**config.mk**
```make
export PLATFORM = sky130hd
export DESIGN_NAME = lc3_writeback_stage
export DESIGN_NICKNAME = d
export VERILOG_FILES = /design/src/rtl/lc3_writeback_stage_pkg.sv /design/src/rtl/lc3_writeback_stage_regfile.sv /design/src/rtl/lc3_writeback_stage.sv
export SDC_FILE = /design/constraint.sdc
export NUM_CORES = 1
export LEC_CHECK = 0
export ABC_AREA = 1
export CORE_ASPECT_RATIO = 1.4
export CORE_MARGIN = 3
export CORE_UTILIZATION = 47
export CTS_CLUSTER_DIAMETER = 120
export CTS_CLUSTER_SIZE = 20
export DETAILED_ROUTE_END_ITERATION = 10
export HOLD_SLACK_MARGIN = 0.06
export PLACE_DENSITY = 0.71
export RECOVER_POWER = 100
export SYNTH_ARGS = -nofsm -noshare
export SYNTH_HDL_FRONTEND = slang
export SYNTH_SLANG_ARGS = --single-unit
```
**constraint.sdc**
```tcl
create_clock -name clock -period 4.1 [get_ports clock]
set_input_delay 0.615 -clock clock [delete_from_list [all_inputs] [get_ports clock]]
set_output_delay 0.615 -clock clock [all_outputs]
set_load 0.01 [all_outputs]
```
**src/rtl/lc3_writeback_stage_pkg.sv**
```systemverilog
// LC3 writeback shared types: source select, register index, PSR codes.
// Also holds the nzp() helper shared with predictor and scoreboard code.
package lc3_wb_pkg_hdl;

    localparam int WB_DATA_W   = 16;
    localparam int WB_NUM_REGS = 8;

    typedef enum logic [1:0] {
        WB_ALU     = 2'd0,
        WB_MEM     = 2'd1,
        WB_PC      = 2'd2,
        WB_ILLEGAL = 2'd3
    } wb_src_t;

    typedef logic [2:0] reg_idx_t;
    typedef logic [2:0] psr_t;

    localparam psr_t PSR_N = 3'b100;
    localparam psr_t PSR_Z = 3'b010;
    localparam psr_t PSR_P = 3'b001;

    function automatic psr_t nzp(input logic [WB_DATA_W-1:0] value);
        psr_t r;
        r = PSR_P;
        if (value[WB_DATA_W-1]) begin
            r = PSR_N;
        end else if (value == '0) begin
            r = PSR_Z;
        end
        return r;
    endfunction

endpackage

```
**src/rtl/lc3_writeback_stage_regfile.sv**
```systemverilog
// LC3 register file: one synchronous write port, two async read ports,
// synchronous clear on reset.
module lc3_regfile
    import lc3_wb_pkg_hdl::*;
#(
    parameter int DATA_W   = WB_DATA_W,
    parameter int NUM_REGS = WB_NUM_REGS
) (
    input  logic                        clock,
    input  logic                        reset,
    input  logic                        i_we,
    input  logic [$clog2(NUM_REGS)-1:0] i_waddr,
    input  logic [DATA_W-1:0]           i_wdata,
    input  logic [$clog2(NUM_REGS)-1:0] i_raddr1,
    input  logic [$clog2(NUM_REGS)-1:0] i_raddr2,
    output logic [DATA_W-1:0]           o_rdata1,
    output logic [DATA_W-1:0]           o_rdata2
);

    logic [DATA_W-1:0] r_regs [NUM_REGS];

    always_ff @(posedge clock) begin
        if (reset) begin
            for (int i = 0; i < NUM_REGS; i++) begin
                r_regs[i] <= '0;
            end
        end else if (i_we) begin
            r_regs[i_waddr] <= i_wdata;
        end
    end

    // Reads come from the stored array only; no same-cycle bypass.
    assign o_rdata1 = r_regs[i_raddr1];
    assign o_rdata2 = r_regs[i_raddr2];

endmodule

```
**src/rtl/lc3_writeback_stage.sv**
```systemverilog
// LC3 writeback stage: selects ALU/MEM/PC result, writes the register
// file, updates PSR condition codes and flags illegal source selects.
module lc3_writeback_stage
    import lc3_wb_pkg_hdl::*;
#(
    parameter int DATA_W   = WB_DATA_W,
    parameter int NUM_REGS = WB_NUM_REGS
) (
    input  logic                        clock,
    input  logic                        reset,
    input  logic                        enable_writeback,
    input  logic [1:0]                  W_Control,
    input  logic [DATA_W-1:0]           aluout,
    input  logic [DATA_W-1:0]           memout,
    input  logic [DATA_W-1:0]           pcout,
    input  logic [DATA_W-1:0]           npc,
    input  logic [$clog2(NUM_REGS)-1:0] sr1,
    input  logic [$clog2(NUM_REGS)-1:0] sr2,
    input  logic [$clog2(NUM_REGS)-1:0] dr,
    output logic [DATA_W-1:0]           VSR1,
    output logic [DATA_W-1:0]           VSR2,
    output psr_t                        psr,
    output logic                        wb_err
);

    logic [DATA_W-1:0] w_dr_in;
    logic              w_src_ok;
    logic              w_we;
    logic              w_npc_unused;
    psr_t              r_psr;
    logic              r_wb_err;

    // npc rides along for the monitor only; nothing here stores it.
    assign w_npc_unused = ^npc;

    always_comb begin
        w_dr_in  = '0;
        w_src_ok = 1'b1;
        unique case (wb_src_t'(W_Control))
            WB_ALU:     w_dr_in = aluout;
            WB_MEM:     w_dr_in = memout;
            WB_PC:      w_dr_in = pcout;
            WB_ILLEGAL: w_src_ok = 1'b0;
        endcase
    end

    assign w_we = enable_writeback & w_src_ok;

    always_ff @(posedge clock) begin
        if (reset) begin
            r_psr    <= '0;
            r_wb_err <= 1'b0;
        end else begin
            r_wb_err <= enable_writeback & ~w_src_ok;
            if (w_we) begin
                r_psr <= nzp(w_dr_in);
            end
        end
    end

    lc3_regfile #(
        .DATA_W   (DATA_W),
        .NUM_REGS (NUM_REGS)
    ) u_regfile (
        .clock    (clock),
        .reset    (reset),
        .i_we     (w_we),
        .i_waddr  (dr),
        .i_wdata  (w_dr_in),
        .i_raddr1 (sr1),
        .i_raddr2 (sr2),
        .o_rdata1 (VSR1),
        .o_rdata2 (VSR2)
    );

    assign psr    = r_psr;
    assign wb_err = r_wb_err;

endmodule

```
# Word-level counts from Yosys, hierarchy flattened
# Memory sizes are Yosys's and may differ from the RTL's.
# Index checks and enable logic that the tools add are counted.
# Widths: inputs -> output; s select.
dict set report word_totals {
  output_inout_bits 36
  register_bits 4
  memories 1
  in_bits 78
  ram_bits 128
}
dict set report op_classes {
  eq_ne 3
  mux 12
  bitwise 2
  reduce_logical 3
}
# name words word_bits rd rd_ports_with_merged_regs wr line
set mem_list {}
lappend mem_list {u_regfile.r_regs 8 16 2 0 8 lc3_writeback_stage_regfile.sv:20} ;# logic [DATA_W-1:0] r_regs [NUM_REGS];
# op count
set ops {}
lappend ops {{$pmux 16 s3} 1}
lappend ops {{$logic_not 16->1} 1}
lappend ops {{$mux 16} 1}
lappend ops {{$reduce_or 16->1} 1}
lappend ops {{$mux 1} 7}
lappend ops {{$mux 3} 2}
lappend ops {{$eq 2x2->1 const B} 2}
lappend ops {{$and 1x1->1} 2}
lappend ops {{$eq 2x1->1 const B} 1}
lappend ops {{$logic_not 2->1} 1}
lappend ops {{$mux 2} 1}

# Logic depth before layout (Yosys ltp)
# Gate-level depths: netlist (run 1).
dict set report logic_depth {
  word_depth 8
  depth_mapped 11
}

# Cells and area by module
# A second synthesis (run 1) with hierarchy kept.
dict set report hier_totals {
  cells_unflattened 1139
  area_unflattened_um2 8082.8
}
# module area_each_um2 cells_per_inst n_inst
set modules_own_cells {}
lappend modules_own_cells {lc3_regfile 7532.2 1032 1}
lappend modules_own_cells {lc3_writeback_stage 550.5 107 1}

# Worst setup path after synthesis (run 1)
# No wires, ideal clock.
dict set report synth_path {
  path_kind {input to register}
  startpoint {in W_Control[0]}
  endpoint {mem u_regfile.r_regs[1][0] (netlist bit) (enable)}
  arrival_time_ns 2.276
  path_stages 4
  setup_slack_ns 1.413
  cell_sequence {buf_6 -> nand2_2 -> nand4_2 -> o21ai_0}
}
# element line
set synth_rtl {}
lappend synth_rtl {{from (decl)} lc3_writeback_stage.sv:12} ;# input logic [1:0] W_Control,
lappend synth_rtl {{to (decl)} lc3_writeback_stage_regfile.sv:20}

# Final worst setup path (run 1)
dict set report layout_path {
  startpoint {in sr2[0]}
  endpoint {out VSR2[12]}
}
dict set report layout_via {
  elab_chain_len 1
}
# element line
set layout_rtl {}
lappend layout_rtl {{from (decl)} lc3_writeback_stage.sv:18} ;# input logic [$clog2(NUM_REGS)-1:0] sr2,
lappend layout_rtl {{$mem_v2 8x16} -}
lappend layout_rtl {{to (decl)} lc3_writeback_stage.sv:21} ;# output logic [DATA_W-1:0] VSR2,
# Every way passes these cells.

==> results_dict.tcl, run 1 <==
set metrics [dict create \
    synthToLayoutAreaGrowth_pct 17.58 \
    instances_no_fill 1261 \
    avgSynthCellArea_um2 8.204 \
    switchingPower_mw 0.9165 \
    async_reset_ff_share_pct 0 \
    clockPowerShare_pct 42.5 \
    p_per_area_mw_per_mm2 397.5 \
    antenna_found_initial 0 \
    timing.final.crit_share_pct 89.25 \
    n_antenna_cell 0 \
    htree_levels 4 \
    maxCapViolCount 0 \
    drcViolationCount 0 \
    relSlewSlack_pct 10.58 \
    cts-root-buf "clkbuf_16" \
    worstMarginPinSlew_ps 1336 \
    syn_nets 1055 \
    ir_drop_uv 273.8 \
    synth-edff-count 128 \
    numCtsBuffers 17 \
    synth_top_area_cell "edfxtp_1" \
    synth_seq_cells 132 \
    syn_area_mm2 0.008015 \
    postRouteAntennaNets 0 \
    status "finished clean" \
    finish.net_count 1129 \
    post-cts-setup-buffer-count 0 \
    row_count 55 \
    rsz0062_at_grt "false" \
    endpoint_kind "output port" \
    cts_resized 0 \
    gp_routability_congestion 0.8675 \
    synthCells 977 \
    layout_min_cycle_time_ps 3659 \
    setup_viol 0 \
    yosysTopAreaCellShare_pct 47.96 \
    drv_slew 0 \
    first_global_vias 6521 \
    io_pins 114 \
    p_sw_share_pct 24.47 \
    core_mm2 0.01645 \
    seq_power_share_pct 42.5 \
    max_freq_mhz 273.3 \
    cts.sinks 132 \
    placedCellCount 1231 \
    cts_tree "done" \
    cp.required_ps 3480 \
    first_iter_violations 504 \
    drive_above_1_share_pct 6.309 \
    place_hpwl_mm 14.99 \
    hold_viol 0 \
    synthTopCellsByCount "185 x nand2_1, 181 x inv_1, 128 x edfxtp_1" \
    drt_pass1_iterations 5 \
    hold_buffers 0 \
    synth_seq_area_share_pct 48.95 \
    grt.total_usage_pct 24.37 \
    dpl_cell_area_mm2 0.009066 \
    setup_tns_ps 0 \
    ys_warn_count 0 \
    yosysUniqueCellTypes 29 \
    design_area_mm2 0.009424 \
    cp.arrival_ps 3040 \
    critPathKind "in2out" \
    comb_power_share_pct 15.0 \
    via_per_inst 5.403 \
    path_max_fanout 86 \
    fp.dieH_um 160.5 \
    grt_max_degree 87 \
    p_int_mw 2.830 \
    grt_pass1_wl_mm 34.49 \
    die_x_um 116.4 \
    synth_flop_cell "edfxtp_1" \
    initial_core_util_pct 48.73 \
    drt-total-wl_mm 22.52 \
    hold_ws_ps 473.9 \
    synth.most_common_cell "nand2_1" \
    routed-via-count 6813 \
    synthTopCellsByArea "edfxtp_1 48%, nand2_1 8.7%, inv_1 8.5%" \
    finalClockSkew_ps 0 \
    detail_route.wl_per_cell_um 17.86 \
    insertion_delay_ps 410 \
    grt-ovfl-total 0 \
    portBuffers 97 \
    startpoint_type "input port" \
    min_path_type "reg2reg" \
    clkTransAtPathRegs_ps 50 \
    cellLeakagePower_nw 4.388 \
    cts_buffer_depth 2 \
    dieArea_mm2 0.01868 \
]
## flip-flops by register name (all words and copies together), names as in the netlist
name / cells
wb_err: 1
u_regfile.r_regs: 128
psr: 3
## per-stage QoR
stage	worst slack, ps	total power, mW	util (%)
after floorplan	1413	1.942	-
after global placement	771.8	2.201	55.12
after detailed placement	772.9	2.213	55.12
after CTS	772.2	3.787	58.87
after global routing	309.7	3.874	57.30
final	440.6	3.746	57.30
## critical path, cell delays in order
cell           delay (ps)
clkbuf_4              710
clkbuf_2              560
o21ai_0               140
a31oi_1               310
dlygate4sd3_1         660
## layout by cell type (no fill, tap or decap)
master	netlist	final
buf_4	6	8
nand2_2	3	1
clkinv_1	0	2
dfxtp_1	4	4
buf_12	0	1
nand4_1	0	1
clkinv_2	0	3
edfxtp_1	128	128
nor2_2	6	5
nor3_1	1	2
clkbuf_2	0	1
dlygate4sd3_1	0	25
inv_4	2	1
bufinv_16	0	5
nor2_4	4	1
buf_2	13	2
clkdlybuf4s50_1	0	68
a21oi_1	66	66
clkbuf_16	0	17
nand2_1	185	187
a21oi_2	1	1
clkbuf_4	0	2
o21ai_1	64	56
inv_2	6	5
nor2_1	77	81
a31oi_1	32	32
nand3_1	18	39
clkbuf_1	29	10
nand3_2	21	10
inv_1	181	182
o21ai_0	72	80
o211ai_1	32	32
nor2_8	1	1
clkinvlp_2	0	1
clkinvlp_4	0	2
## power groups by stage
stage	Clock (mW)	Sequential (mW)	Combinational [mW]
2_1_floorplan	0	1.61	0.331
3_3_place_gp	0	1.61	0.589
3_5_place_dp	0	1.62	0.596
4_1_cts	1.60	1.59	0.598
5_1_grt	1.66	1.60	0.612
6_report	1.59	1.59	0.560
## path summary, 6_finish.rpt
kind                               to  depth (start not counted)                 from  slack [ps]
hold reg to reg   psr[0]$_SDFFE_PP0P_                          2  psr[0]$_SDFFE_PP0P_         470
setup reg to reg  psr[2]$_SDFFE_PP0P_                          2  psr[2]$_SDFFE_PP0P_        3490
setup / recovery             VSR2[12]                          5               sr2[0]         440
hold / removal    psr[0]$_SDFFE_PP0P_                          2  psr[0]$_SDFFE_PP0P_         470
## layout make-up
class                           count  area, µm²
Sequential cell                   132       3924
Clock inverter                     12      187.7
Fill cell                        1487       7023
Tap cell                          199      249.0
Timing Repair Buffer              116       1075
Inverter                          189      713.2
Clock buffer                       18      429.2
Multi-Input combinational cell    595       2846
## cell families (layout without fill, tap and decap cells)
group                  count (synthesis)  in the layout  share of synthesized area, %
DFF                                  132            132                         48.95
and+or+nand+nor                      328            328                         20.06
buffers and inverters                250            335                         12.77
AOI/OAI and AO/OA                    267            267                         18.22
## routing by layer
metal	share of wire (%)	track usage, %	up-vias
li1	-	-	3367
met1	36	26.77	3090
met2	53	43.78	292
met3	6.0	3.995	64
met4	5.0	13.03	0
met5	0	0	-
Power figures use the tool's default switching activity.
==> run 2: changes to the inputs <==
CTS_BUF_LIST = sky130_fd_sc_hd__clkbuf_16   (was default)
==> run 2 against run 1 <==
Clock power about the same. Register-to-register slack about the same. Sequential power about the same. First-iteration DRC count is the same. Global-route usage unchanged. Wire length is essentially flat. Clock-buffer cell count is 1 lower. Combinational power about the same. Power about the same. Utilization stayed put. Cell count unchanged. Largest cell class unchanged.
==> results_dict.tcl, run 2 (synthesis results as in run 1) <==
set metrics [dict create \
    n_antenna_cell 0 \
    grt-ovfl-total 0 \
    worst_path_dominant_cell_family "buffers and inverters" \
    cts_resized 0 \
    post-cts-setup-buffer-count 0 \
    crit_start "sr2[0]" \
    drive_above_1_share_pct 6.309 \
    finish.net_count 1129 \
    cts.sinks 132 \
    timing.final.crit_share_pct 88.83 \
    slowest_delay_ps 710 \
    worst_r2r_path_depth 2 \
    mostFrequentLayoutCell "nand2_1" \
    drcViolationCount 0 \
    grt.total_usage_pct 24.37 \
    status "finished clean" \
    largest_reg_flops 128 \
    wl_met2_mm 12.06 \
    ir_drop_uv 273.6 \
    routed-via-count 6823 \
    drv_slew 0 \
    relSlewSlack_pct 9.697 \
    synthToLayoutAreaGrowth_pct 17.58 \
    layout_min_cycle_time_ps 3642 \
    met1_length_mm 8.022 \
    drt_pass1_iterations 5 \
    finalClockSkew_ps 0 \
    min_path_type "reg2reg" \
    cp.required_ps 3480 \
    p_per_area_mw_per_mm2 397.1 \
    place_hpwl_mm 14.99 \
    hold_viol 0 \
    critPathKind "in2out" \
    row_count 55 \
    via_per_inst 5.411 \
    hp-start "psr[0]$_SDFFE_PP0P_" \
    startpoint_type "input port" \
    core_mm2 0.01645 \
    hold_buffers 0 \
    rsz0062_at_grt "false" \
    antenna_found_initial 0 \
    crit_chain "clkbuf_4 > clkbuf_2 > o21ai_0 > a31oi_1 > dlygate4sd3_1" \
    critPathBufInv 3 \
    io_pins 114 \
    maxCapViolCount 0 \
    die_x_um 116.4 \
    setup_tns_ps 0 \
    insertion_delay_ps 410 \
    drt-total-wl_mm 22.50 \
    numCtsBuffers 17 \
    portBuffers 97 \
    final_util_pct 57.30 \
    path_max_fanout 86 \
    cts_buffer_depth 2 \
    slowest_stage "clkbuf_4" \
    detail_route.wl_per_cell_um 17.84 \
    dr_wl_met3_mm 1.317 \
    grt_pass1_wl_mm 34.49 \
    cellLeakagePower_nw 4.392 \
    most-common-layout-cells "187 x nand2_1, 183 x inv_1, 128 x edfxtp_1" \
    initial_core_util_pct 48.73 \
    grt_max_degree 87 \
    cts_tree "done" \
    cp.arrival_ps 3030 \
    dr.max_layer_used "met4" \
    cts-root-buf "clkbuf_16" \
    crit_cells 5 \
    top_register "u_regfile.r_regs" \
    setup_viol 0 \
    clkTransAtPathRegs_ps 50 \
    worstMarginPinSlew_ps 1350 \
    gp_routability_congestion 0.8675 \
    postRouteAntennaNets 0 \
    first_iter_violations 504 \
    first_global_vias 6521 \
    max_freq_mhz 274.6 \
    dieArea_mm2 0.01868 \
    rr_startpoint "psr[2]$_SDFFE_PP0P_" \
    fp.dieH_um 160.5 \
    htree_levels 4 \
    nFillCells 1487 \
    hold_path_depth 2 \
    endpoint_kind "output port" \
]
-- run 2: changes by cell type in the layout (fill, tap and decap cells not counted), sizes merged --
| cell | before | now |
|---|---|---|
| clkbuf | 30 | 29 |
| inv | 188 | 189 |
-- run 2: final timing paths --
kind / end / slack (ps)
hold reg to reg: psr[0]$_SDFFE_PP0P_ / 470
setup reg to reg: psr[2]$_SDFFE_PP0P_ / 3490
setup / recovery: VSR2[12] / 460
hold / removal: psr[0]$_SDFFE_PP0P_ / 470
-- run 2: worst register-to-register path, stage by stage, from the launching register on --
cell	delay, ps
dfxtp_1	340
a21oi_1	50
nor3_1	150
-- run 2: cell type report --
cell class	instances	area, µm²	area share, %
Inverter	189	713.2	7.568
Timing Repair Buffer	116	1075	11.40
Clock inverter	13	191.4	2.031
Clock buffer	17	425.4	4.514
Sequential cell	132	3924	41.64
Tap cell	199	249.0	2.642
Multi-Input combinational cell	595	2846	30.20
-- run 2: through the flow --
step                      area [µm²]  cells  power [mW]  hold slack [ps]  worst slack (ps)
after CTS                       9683   1261       3.785            480.2             772.2
final                           9424   1261       3.742            473.9             458.1
after detailed placement        9066   1231       2.213            461.3             772.9
after floorplan                 8015    977       1.942            481.5              1413
after global placement          9066   1231       2.201            457.7             771.8
after global routing            9424   1261       3.872            495.7             309.7
-- run 2: metal layers --
metal  track usage [%]  vias to the layer above
li1                  -                     3367
met1             26.77                     3102
met2             43.78                      292
met3             3.995                       62
met4             13.03                        0
met5                 0                        -
-- run 2: power breakdown --
part,total [mW],internal (mW),leakage [nW],switching (mW)
registers,1.59,1.56,1.26,0.0313
logic,0.560,0.206,2.84,0.354
clock network,1.59,1.06,0.301,0.530
